## src/rtl/fcvt_sw_seq.sv

```systemverilog
// Iterative int32/uint32 to single-precision converter with a shared coarse/fine shifter.
// Define FCVT_DIRECTED_RM_EN to honour RTZ/RDN/RUP/RMM; otherwise rounding is RNE only.
module fcvt_sw_seq #(
  parameter int TAG_W  = 5,
  parameter int COARSE = 8
) (
  input  logic             clk,
  input  logic             rst,
  input  logic             flush,
  input  logic             req_valid,
  output logic             req_ready,
  input  logic [31:0]      req_src,
  input  logic             req_unsigned,
  input  logic [2:0]       req_rm,
  input  logic [TAG_W-1:0] req_tag,
  output logic             rsp_valid,
  input  logic             rsp_ready,
  output logic [31:0]      rsp_result,
  output logic [4:0]       rsp_flags,
  output logic [TAG_W-1:0] rsp_tag,
  output logic             busy
);

  typedef enum logic [1:0] {
    IDLE,
    NORM,
    ROUND,
    DONE
  } state_t;

  state_t             r_state;
  state_t             w_stateNext;
  logic [31:0]        r_mag;
  logic [7:0]         r_exp;
  logic               r_sign;
  logic [TAG_W-1:0]   r_tag;
  logic [31:0]        r_result;
  logic [4:0]         r_flags;
  logic               r_rspValid;
`ifdef FCVT_DIRECTED_RM_EN
  logic [2:0]         r_rm;
`endif

  logic               w_accept;
  logic               w_acceptSign;
  logic [31:0]        w_acceptMag;
  logic               w_coarseZero;
  logic               w_lsb;
  logic               w_g;
  logic               w_s;
  logic               w_inc;
  logic [30:0]        w_rounded;

  assign req_ready    = (r_state == IDLE) && !flush;
  assign busy         = (r_state != IDLE);
  assign rsp_valid    = r_rspValid;
  assign rsp_result   = r_result;
  assign rsp_flags    = r_flags;
  assign rsp_tag      = r_tag;

  assign w_accept     = req_valid && req_ready;
  assign w_acceptSign = req_src[31] && !req_unsigned;
  assign w_acceptMag  = w_acceptSign ? (~req_src + 32'd1) : req_src;
  assign w_coarseZero = (r_mag[31 -: COARSE] == '0);

  assign w_lsb = r_mag[8];
  assign w_g   = r_mag[7];
  assign w_s   = |r_mag[6:0];

  // Round increment; unknown directed codes fall back to nearest-even.
`ifdef FCVT_DIRECTED_RM_EN
  always_comb begin
    w_inc = w_g & (w_s | w_lsb);
    case (r_rm)
      3'b001:  w_inc = 1'b0;
      3'b010:  w_inc = r_sign & (w_g | w_s);
      3'b011:  w_inc = !r_sign & (w_g | w_s);
      3'b100:  w_inc = w_g;
      default: w_inc = w_g & (w_s | w_lsb);
    endcase
  end
`else
  assign w_inc = w_g & (w_s | w_lsb);
`endif

  // Mantissa carry ripples into the exponent field, giving the renormalized result for free.
  assign w_rounded = {r_exp, r_mag[30:8]} + {30'd0, w_inc};

  always_comb begin
    w_stateNext = r_state;
    case (r_state)
      IDLE:  if (w_accept) w_stateNext = (w_acceptMag == 32'd0) ? DONE : NORM;
      NORM:  if (r_mag[31]) w_stateNext = ROUND;
      ROUND: w_stateNext = DONE;
      DONE:  if (rsp_ready) w_stateNext = IDLE;
      default: w_stateNext = IDLE;
    endcase
    if (flush) w_stateNext = IDLE;
  end

  always_ff @(posedge clk or posedge rst) begin
    if (rst) begin
      r_state    <= IDLE;
      r_rspValid <= 1'b0;
    end else begin
      r_state    <= w_stateNext;
      r_rspValid <= (w_stateNext == DONE);
    end
  end

  always_ff @(posedge clk or posedge rst) begin
    if (rst) begin
      r_mag    <= 32'd0;
      r_exp    <= 8'd0;
      r_sign   <= 1'b0;
      r_tag    <= '0;
      r_result <= 32'd0;
      r_flags  <= 5'd0;
`ifdef FCVT_DIRECTED_RM_EN
      r_rm     <= 3'd0;
`endif
    end else begin
      case (r_state)
        IDLE: begin
          if (w_accept) begin
            r_sign <= w_acceptSign;
            r_mag  <= w_acceptMag;
            r_exp  <= 8'd158;
            r_tag  <= req_tag;
`ifdef FCVT_DIRECTED_RM_EN
            r_rm   <= req_rm;
`endif
            if (w_acceptMag == 32'd0) begin
              r_result <= 32'd0;
              r_flags  <= 5'd0;
            end
          end
        end
        NORM: begin
          if (!r_mag[31]) begin
            if (w_coarseZero) begin
              r_mag <= r_mag << COARSE;
              r_exp <= r_exp - 8'(COARSE);
            end else begin
              r_mag <= r_mag << 1;
              r_exp <= r_exp - 8'd1;
            end
          end
        end
        ROUND: begin
          r_result <= {r_sign, w_rounded};
          r_flags  <= {4'b0000, w_g | w_s};
        end
        default: begin
        end
      endcase
    end
  end

endmodule

```

## config.mk

```make
export PLATFORM = sky130hd
export DESIGN_NAME = fcvt_sw_seq
export DESIGN_NICKNAME = d
export VERILOG_FILES = /design/src/rtl/fcvt_sw_seq.sv
export SDC_FILE = /design/constraint.sdc
export NUM_CORES = 1
export LEC_CHECK = 0
export BUFFER_PORTS_ARGS = -buffer_cell sky130_fd_sc_hd__buf_2
export CORE_MARGIN = 2
export CORE_UTILIZATION = 35
export CTS_BUF_LIST = sky130_fd_sc_hd__clkbuf_2 sky130_fd_sc_hd__clkbuf_4 sky130_fd_sc_hd__clkbuf_8
export DETAILED_ROUTE_END_ITERATION = 8
export MAX_ROUTING_LAYER = met4
export SLEW_MARGIN = 30
export SYNTH_ARGS = -nofsm -noshare
export SYNTH_HDL_FRONTEND = slang
export SYNTH_SLANG_ARGS = --single-unit
export TNS_END_PERCENT = 5
```

## constraint.sdc

```tcl
create_clock -name clk -period 6.5 [get_ports clk]
set_clock_uncertainty 0.2 [all_clocks]
set_input_delay 0.65 -clock clk [delete_from_list [all_inputs] [get_ports clk]]
set_output_delay 0.65 -clock clk [all_outputs]
set_load 0.03 [all_outputs]
```

-- Word level (Yosys, flattened, before mapping)
Cells that the tools add are included.
- $add $sub $neg: 4
- equality and inequality tests: 7
- mux-type cells: 21
- bitwise operators: 4
- reduce and logical (&&, ||, !) cells: 16
- operators with widths (kind ; number):
    two-way mux 32 bit ; 6
    one-hot mux 32 bit (2 select lines) ; 2
    adder 32 x 1 -> 32 bit (second input constant) ; 1
    zero test 32 bit ; 1
    NOT 32 bit ; 1
    adder 31 x 1 -> 31 bit ; 1
    two-way mux 8 bit ; 3
    one-hot mux 8 bit (2 select lines) ; 1
    two-way mux 2 bit ; 5
    two-way mux 5 bit ; 2
    one-hot mux 5 bit (2 select lines) ; 1
    zero test 8 bit ; 1
    one-hot mux 2 bit (4 select lines) ; 1
    subtractor 8 x 1 -> 8 bit (second input constant) ; 1
    subtractor 8 x 4 -> 8 bit (second input constant) ; 1
    OR reduction 7 bit ; 1
    == test 2 bit (second input constant) ; 3
    AND reduction 3 bit ; 2
    nonzero test 2 bit ; 3
    != test 2 bit (second input constant) ; 2
    AND reduction 2 bit ; 2
    logical AND 1 bit ; 3
    == test 2 x 1 -> 1 bit (second input constant) ; 1
    zero test 1 bit ; 2
    4 further kinds ; 5
- register bits: 86
- input port bits: 46
- output and inout bits: 45
- word-level logic and storage cells: 61

-- Longest topological paths before layout
Gate-level depths: netlist of run 1.
- depth in word-level cells: 9
- depth in mapped cells: 13
- gate-level depth less buffers: 12

-- Worst setup path before layout of run 1
No wires, ideal clock.
- kind: in2reg
- start: in req_src[8]
- end: reg r_result[14], in the netlist rsp_result[14]
- library setup time: 0.120 ns
- arrival time: 3.558 ns
- data required time: 6.180 ns
- slack: 2.622 ns
- cell stages on the path: 11
- path buffers: 3
- cells stage by stage: buf_6 or4_4 or4_4 nor3_4 xor2_1 a32oi_1 or4b_4 or3_1 buf_2 buf_6 a31o_1
- longest elaborated chain between the ends: 6
- RTL lines (element ; line ; RTL):
    start, declared ; 12 ; input logic [31:0] req_src,
    NOT 32 bit ; 63 ; assign w_acceptMag = w_acceptSign ? (~req_src + 32'd1) : req_src;
    adder 32 x 1 -> 32 bit ; 63 ;
    two-way mux 32 bit (*) ; 63 ;
    zero test 32 bit (*) ; 133 ; if (w_acceptMag == 32'd0) begin
    != test 2 x 1 -> 1 bit (no source line) (*) ; n/a ;
    AND reduction 3 bit (no source line) (*) ; n/a ;
    end signal, assigned ; 151 ; r_result <= {r_sign, w_rounded};
    end, declared ; 37 ; logic [31:0] r_result;
Mark *: on every way between the ends. The rest lies on a longest branch, timed or not.
A chain may end at the register's enable or synchronous reset.

-- Worst setup path in the final report of run 1
- start: in req_src[1]
- end: reg r_result[31], in the netlist rsp_result[31]
Same word-level chain as after synthesis.

==> results.yml, run 1 <==
run_status:
  outcome: "finished clean"
yosys:
  synth_ff_type: "dfrtp_1"
  avgSynthCellArea_sq_um: 8.48
  ys_seq_area_share_pct: 36.3
  ys_warn_count: 0
  yosys.area.top_type_share_pct: 36.3
  postSynth.asyncResetShare_pct: 100
  ys_types: 63
  syn_area_sq_um: 5660
  synth_largest_area_cell: "dfrtp_1"
  synth-edff-count: 0
  synth_area_leaders: "dfrtp_1 (36%), nand2_1 (6.4%), xnor2_1 (4.8%), a31o_1 (4.6%), xor2_1 (4.3%)"
  syn-instance-count: 667
  synth-seq-cells: 82
flow_run:
  drv_cap: 0
place:
  dp_cells: 915
  hpwl_mm: 11.6
  numPortBuffers: 83
  place_congestion: 0.862
  dp_slack_ns: 1.73
power_and_ir_drop:
  p_seq_share_pct: 42.5
  vdd_drop_max_mv: 0.193
  comb_power_share_pct: 42.3
  power_density_nw_per_um2: 382
  clockPowerShare_pct: 15.2
  switchingPower_w: 0.00112
  p_int_w: 0.00130
  swShare_pct: 46.1
  power.leakage_nw: 2.58
sta:
  max_slew_margin_pct: 41.5
  finalWorstSetupSlack_ns: 2.08
  rsz0062_at_grt: "false"
  finalSetupViolations: 0
  fmax_mhz: 226
  tns_ns: 0
  finalCritPeriodShare_pct: 68.0
  worst_slew_pin_slew_ns: 0.875
  slew_violations: 0
  min_period_ns: 4.42
  hold_slack_ns: 0.254
  hold_violations: 0
clocking:
  cts-buffers-inserted: 9
  clock-sinks: 82
  post-cts-setup-buffers: 0
  clock_latency_ns: 0.36
  hold_buffers: 0
  htree_num_levels: 3
  path_clk_slew_ns: 0.08
  cts_root_buffer: "clkbuf_8"
  clk_path_buf_depth: 2
  ctsResizeCount: 0
  cts_tree: "done"
floorplanning:
  core_area_sq_um: 15800
  die_w_um: 131
  num_rows: 46
  die_y_um: 131
  io_pins: 91
  start_util_pct: 35.7
  die_area_sq_um: 17200
critical_path:
  crit_path_end_kind: "flip-flop"
  worstSetupPathType: "input port to flip-flop"
  worstPathRequired_ns: 6.54
  start_kind: "input port"
  path_max_fanout: 32
  arrival_ns: 4.46
global_route:
  gr-usage-all-layers_pct: 19.1
  overflow: 0
  grt_pass1_wl_mm: 25.9
  grt_pass1_vias: 4896
  grt_max_degree: 83
  antenna_found_initial: 0
route:
  viasPerCell: 5.73
  drt-total-wl_mm: 16.2
  route.detailed.wl_per_inst_um: 17.4
  ant_nets: 0
  remaining_drc_errors: 0
  vias: 5337
  initialDrtViolationCount: 394
  first_pass_iters: 5
final_layout:
  stdcell_count: 931
  layout.nets: 763
  syn2layout_area_growth_pct: 11.9
  fin_util_pct: 40.0
  fill_cells: 1651
  drive_gt1_share_pct: 17.2
  n_antenna_cell: 0
hold_path:
  hold_path_class: "input port to async pin"
cell type report:
type	instances	area (sq um)	share of cell area (%)
clock buffers	15	188	2.97
multi-input cells	515	3300	52.1
inverters	13	50.0	0.791
flip-flops and latches	82	2050	32.4
well taps	216	270	4.27
clock inverters	1	7.51	0.119
repair buffers	89	464	7.33
through the flow:
stage	total power (W)	instance area (sq um)
2_1_floorplan	0.00172	5670
3_3_place_gp	0.00202	6130
3_5_place_dp	0.00206	6130
4_1_cts	0.00243	6330
5_1_grt	0.00258	6330
6_report	0.00242	6330
kinds of logic after synthesis:
family                   after synthesis  share of synthesized area (%)
XOR/XNOR                              59                           9.13
multiplexers                          18                           3.18
other                                  1                         0.0663
AND/OR/NAND/NOR                      252                           22.2
AO/OA/AOI/OAI                        175                           21.9
flip-flops                            82                           36.3
adder cells (fa/ha/maj)                7                           1.55
buffers and inverters                 73                           5.71
power by group through the flow:
stage,sequential [W],combinational (W),clock (W)
detailed placement,0.00103,0.00103,0
CTS,0.00102,0.00103,0.000380
global placement,0.00102,0.00100,0
global route,0.00107,0.00112,0.000397
finish,0.00103,0.00102,0.000368
floorplan,0.00114,0.000576,0
path summary, 6_finish.rpt:
check / cells after the start / start / endpoint / slack (ns)
max: 9 / req_src[1] / rsp_result[31] / 2.08
min: 3 / rst / rsp_result[25] / 0.25
max reg2reg: 8 / r_state[1] / rsp_result[31] / 2.55
min reg2reg: 2 / rsp_tag[4] / rsp_tag[4] / 0.28
max in group asynchronous: 3 / rst / rsp_result[2] / 5.28
min in group clk: 2 / rsp_tag[4] / rsp_tag[4] / 0.28
layer usage:
layer,global-route usage [%],up-vias,share of wire [%]
met4,4.71,0,1.1
met5,-,-,0
li1,-,2527,-
met1,28.0,2610,48
met3,3.01,13,6.5
met2,27.4,187,44
worst max-delay path, cell delays in order:
cell and delay [ns]:
buf_2 0.11, or4_1 0.70, nor2_1 0.52, nand3_1 0.34
o31a_1 0.36, o32ai_1 0.30, nand4_1 0.26, or3_2 0.85
a31o_2 0.36
cells in the final DEF (no fill, tap or decap), types with 2 or more instances in the layout:
cell type | netlist | routed
a21oi_1 | 24 | 24
a221oi_1 | 7 | 7
a22o_1 | 6 | 6
a31o_1 | 30 | 30
a31o_2 | 2 | 2
a31oi_1 | 10 | 10
and2_1 | 3 | 3
and4_1 | 4 | 4
buf_2 | 3 | 83
buf_4 | 4 | 5
clkbuf_4 | 0 | 3
clkbuf_8 | 0 | 12
conb_1 | 1 | 4
dfrtp_1 | 82 | 82
ha_1 | 7 | 7
inv_1 | 12 | 11
mux2i_1 | 18 | 18
nand2_1 | 96 | 96
nand2b_1 | 2 | 2
nand3_1 | 24 | 24
nand4_1 | 14 | 14
nor2_1 | 43 | 43
nor2b_1 | 5 | 4
nor3_1 | 18 | 18
nor4_1 | 11 | 11
nor4_2 | 2 | 2
nor4b_1 | 2 | 2
o21a_1 | 4 | 4
o21ai_0 | 41 | 41
o221ai_1 | 22 | 22
o31a_1 | 4 | 4
o31ai_1 | 9 | 9
o32ai_1 | 2 | 2
or2_2 | 5 | 5
or3_1 | 7 | 6
or4_1 | 5 | 5
or4_4 | 3 | 3
xnor2_1 | 31 | 31
xor2_1 | 28 | 28
sequential cells by signal, indices dropped and copies added, names as in the netlist:
signal      count
r_mag          32
rsp_result     32
r_exp           8
rsp_tag         5
r_state         2
r_sign          1
rsp_flags       1
rsp_valid       1
synth_stat cells (all sizes together) (7+ instances only):
master   n
a21oi   24
a221oi   7
a31o    32
a31oi   10
buf     12
clkbuf  48
dfrtp   82
ha       7
inv     12
mux2i   18
nand2   96
nand3   24
nand4   14
nor2    43
nor3    19
nor4    13
o21ai   42
o221ai  22
o31ai    9
or3      7
or4      8
xnor2   31
xor2    28
No activity file was read; power rests on OpenSTA's default activity.
==> run 2, diff against run 1 <==
--- a/config.mk
+++ b/config.mk
@@ -5,6 +5,7 @@
 export SDC_FILE = /design/constraint.sdc
 export NUM_CORES = 1
 export LEC_CHECK = 0
+export ABC_AREA = 1
 export BUFFER_PORTS_ARGS = -buffer_cell sky130_fd_sc_hd__buf_2
 export CORE_MARGIN = 2
 export CORE_UTILIZATION = 35
==> constraint.sdc (replaced) <==
create_clock -name clk -period 4.5 [get_ports clk]
set_clock_uncertainty 0.2 [all_clocks]
set_input_delay 0.45 -clock clk [delete_from_list [all_inputs] [get_ports clk]]
set_output_delay 0.45 -clock clk [all_outputs]
set_load 0.03 [all_outputs]
==> results.yml, run 2 <==
route:
  initialDrtViolationCount: 372
  first_pass_iters: 5
  viasPerCell: 4.84
  route.detailed.wl_per_inst_um: 13.1
  ant_nets: 0
  drt-total-wl_mm: 15.4
  remaining_drc_errors: 0
  vias: 5669
sta:
  fmax_mhz: 346
  rsz0062_at_grt: "false"
  slew_violations: 0
  max_slew_margin_pct: 53.6
  min_period_ns: 2.89
  hold_slack_ns: -0.0415
  finalWorstSetupSlack_ns: 1.61
  hold_violations: 48
  finalCritPeriodShare_pct: 64.2
  worst_slew_pin_slew_ns: 0.695
  tns_ns: 0
  finalSetupViolations: 0
final_layout:
  n_antenna_cell: 0
  multiInputGateArea_sq_um: 3070
  layout.nets: 1004
  stdcell_area_sq_um: 6500
  syn2layout_area_growth_pct: 14.5
  final_common_cell: "nand2_1"
  drive_gt1_share_pct: 13.9
  seq_area_sq_um: 2050
  fill_cells: 1770
  layout_common_cells: "nand2_1 (303), nor2_1 (104), inv_1 (97), buf_2 (83), dfrtp_1 (82)"
yosys:
  yosysMostFrequentCell: "nand2_1"
  synth_largest_area_cell: "dfrtp_1"
  syn-instance-count: 880
  ys_seq_area_share_pct: 36.2
  yosys.area.top_type_share_pct: 36.2
  synth_area_leaders: "dfrtp_1 (36%), nand2_1 (20%), nor2_1 (6.9%), inv_1 (6.5%), nand3_1 (5.3%)"
  synth_ff_type: "dfrtp_1"
  ys_warn_count: 0
  avgSynthCellArea_sq_um: 6.45
  ys_types: 40
  synth-edff-count: 0
  postSynth.asyncResetShare_pct: 100
  syn_area_sq_um: 5680
  synth-seq-cells: 82
  synth_common_cells: "nand2_1 (303), nor2_1 (105), inv_1 (99), dfrtp_1 (82), nand3_1 (60)"
clocking:
  cts_root_buffer: "clkbuf_8"
  cts_tree: "done"
  hold_buffers: 0
  ctsResizeCount: 0
  clock-sinks: 82
  cts-buffers-inserted: 9
  path_clk_slew_ns: 0.09
  clk_path_buf_depth: 2
  clock_latency_ns: 0.37
  htree_num_levels: 3
  post-cts-setup-buffers: 0
power_and_ir_drop:
  clockPowerShare_pct: 18.8
  vdd_drop_max_mv: 0.201
  swShare_pct: 47.3
  power.leakage_nw: 3.45
  switchingPower_w: 0.00170
  comb_power_share_pct: 44.8
  power_density_nw_per_um2: 552
  p_int_w: 0.00189
  p_seq_share_pct: 36.4
critical_path:
  reg2reg_slack_ns: 1.61
  worstSetupPathType: "flip-flop to flip-flop"
  path_max_fanout: 33
  rr_worst_depth: 12
  rr_startpoint: "r_state[1]"
  arrival_ns: 2.95
  crit_path_end_kind: "flip-flop"
  worstPathRequired_ns: 4.56
  r2r_end: "r_exp[5]"
  start_kind: "flip-flop"
place:
  numPortBuffers: 83
  postPlaceCellArea_sq_um: 6250
  hpwl_mm: 11.9
  place_congestion: 0.876
  dp_slack_ns: 1.34
floorplanning:
  core_area_sq_um: 15900
  io_pins: 91
  die_w_um: 131
  start_util_pct: 35.7
  die_y_um: 131
  die_area_sq_um: 17300
  num_rows: 46
global_route:
  grt_max_degree: 50
  gr-usage-all-layers_pct: 18.9
  gr-max-usage-layer: "met2"
  grt_pass1_vias: 5325
  grt_pass1_wl_mm: 26.1
  met2_usage_pct: 28.7
  grtUsageMet3_pct: 2.08
  overflow: 0
  grt_use_met1_pct: 27.0
  antenna_found_initial: 0
run_status:
  violations: "hold timing"
  outcome: "finished, violations left"
hold_path:
  hold_path_class: "input port to async pin"
flow_run:
  drv_cap: 0
-- run 2: cell count changes after synthesis, moves of 10 or more --
cell,change
nand2_1,+207
inv_1,+87
nor2_1,+62
nand3_1,+36
clkbuf_1,-31
a31o_1,-30
xnor2_1,-30
xor2_1,-27
o221ai_1,-19
mux2i_1,-18
o21ai_0,+15
a21oi_1,+14
o211ai_1,+12
nor3_1,-10
-- run 2: worst max-delay path: stages (launching register included) --
cell      delay (ns)
dfrtp_1         0.44
nor2_1          0.12
inv_1           0.06
nor2_1          0.08
buf_4           0.20
clkinv_1        0.43
nand2_1         0.17
buf_4           0.28
inv_2           0.28
nor2_1          0.24
nand2_1         0.09
o21ai_1         0.12
a21oi_1         0.05
-- run 2: logic make-up after synthesis --
| group | Yosys count | share of synthesized area (%) |
|---|---|---|
| DFF | 82 | 36.2 |
| xor gates and xnor gates | 2 | 0.309 |
| adders and majority gates | 7 | 1.54 |
| AOI/OAI and AO/OA | 140 | 14.2 |
| buffers and inverters | 136 | 9.94 |
| and+or+nand+nor | 512 | 37.8 |
| other | 1 | 0.0661 |
-- run 2: area by class of cell --
cell class              count  share of cell area, %
clock buffers               9                   1.91
clock inverters             7                   1.94
inverters                 104                   6.05
multi-input cells         665                   47.3
flip-flops and latches     82                   31.6
well taps                 216                   4.16
repair buffers             89                   7.09
-- run 2: power groups by stage --
stage / combinational, W / sequential, W / clock [W]
after floorplan: 0.000951 / 0.00153 / 0
after global routing: 0.00182 / 0.00135 / 0.000718
after CTS: 0.00162 / 0.00130 / 0.000681
final: 0.00161 / 0.00131 / 0.000675
after detailed placement: 0.00161 / 0.00131 / 0
after global placement: 0.00159 / 0.00131 / 0
-- run 2: worst max path at each step --
stage                     startpoint        to  slack (ns)  cells after the start
after floorplan                  rst  r_exp[0]        1.74                      1
after global placement    r_state[1]  r_exp[5]        1.35                     12
after detailed placement  r_state[1]  r_exp[5]        1.34                     12
after CTS                 r_state[1]  r_exp[5]        1.32                     12
after global routing      r_state[1]  r_exp[5]        1.27                     12
final                     r_state[1]  r_exp[5]        1.61                     12
-- run 2: stage by stage --
stage,util (%),std cells,hold WS (ns),power (W)
floorplan,-,883,0.249,0.00248
CTS,40.9,1172,0.0578,0.00360
finish,40.9,1172,-0.0415,0.00359
global placement,39.3,1156,0.250,0.00290
detailed placement,39.3,1156,0.253,0.00293
global route,40.9,1172,0.00908,0.00389
-- run 2: routing by layer --
layer / share of wire (%) / routed length (um) / up-vias
li1: - / - / 2964
met1: 52 / 8050 / 2567
met3: 4.3 / 661 / 12
met4: 1.1 / 170 / 0
met5: 0 / 0 / -
met2: 42 / 6530 / 126
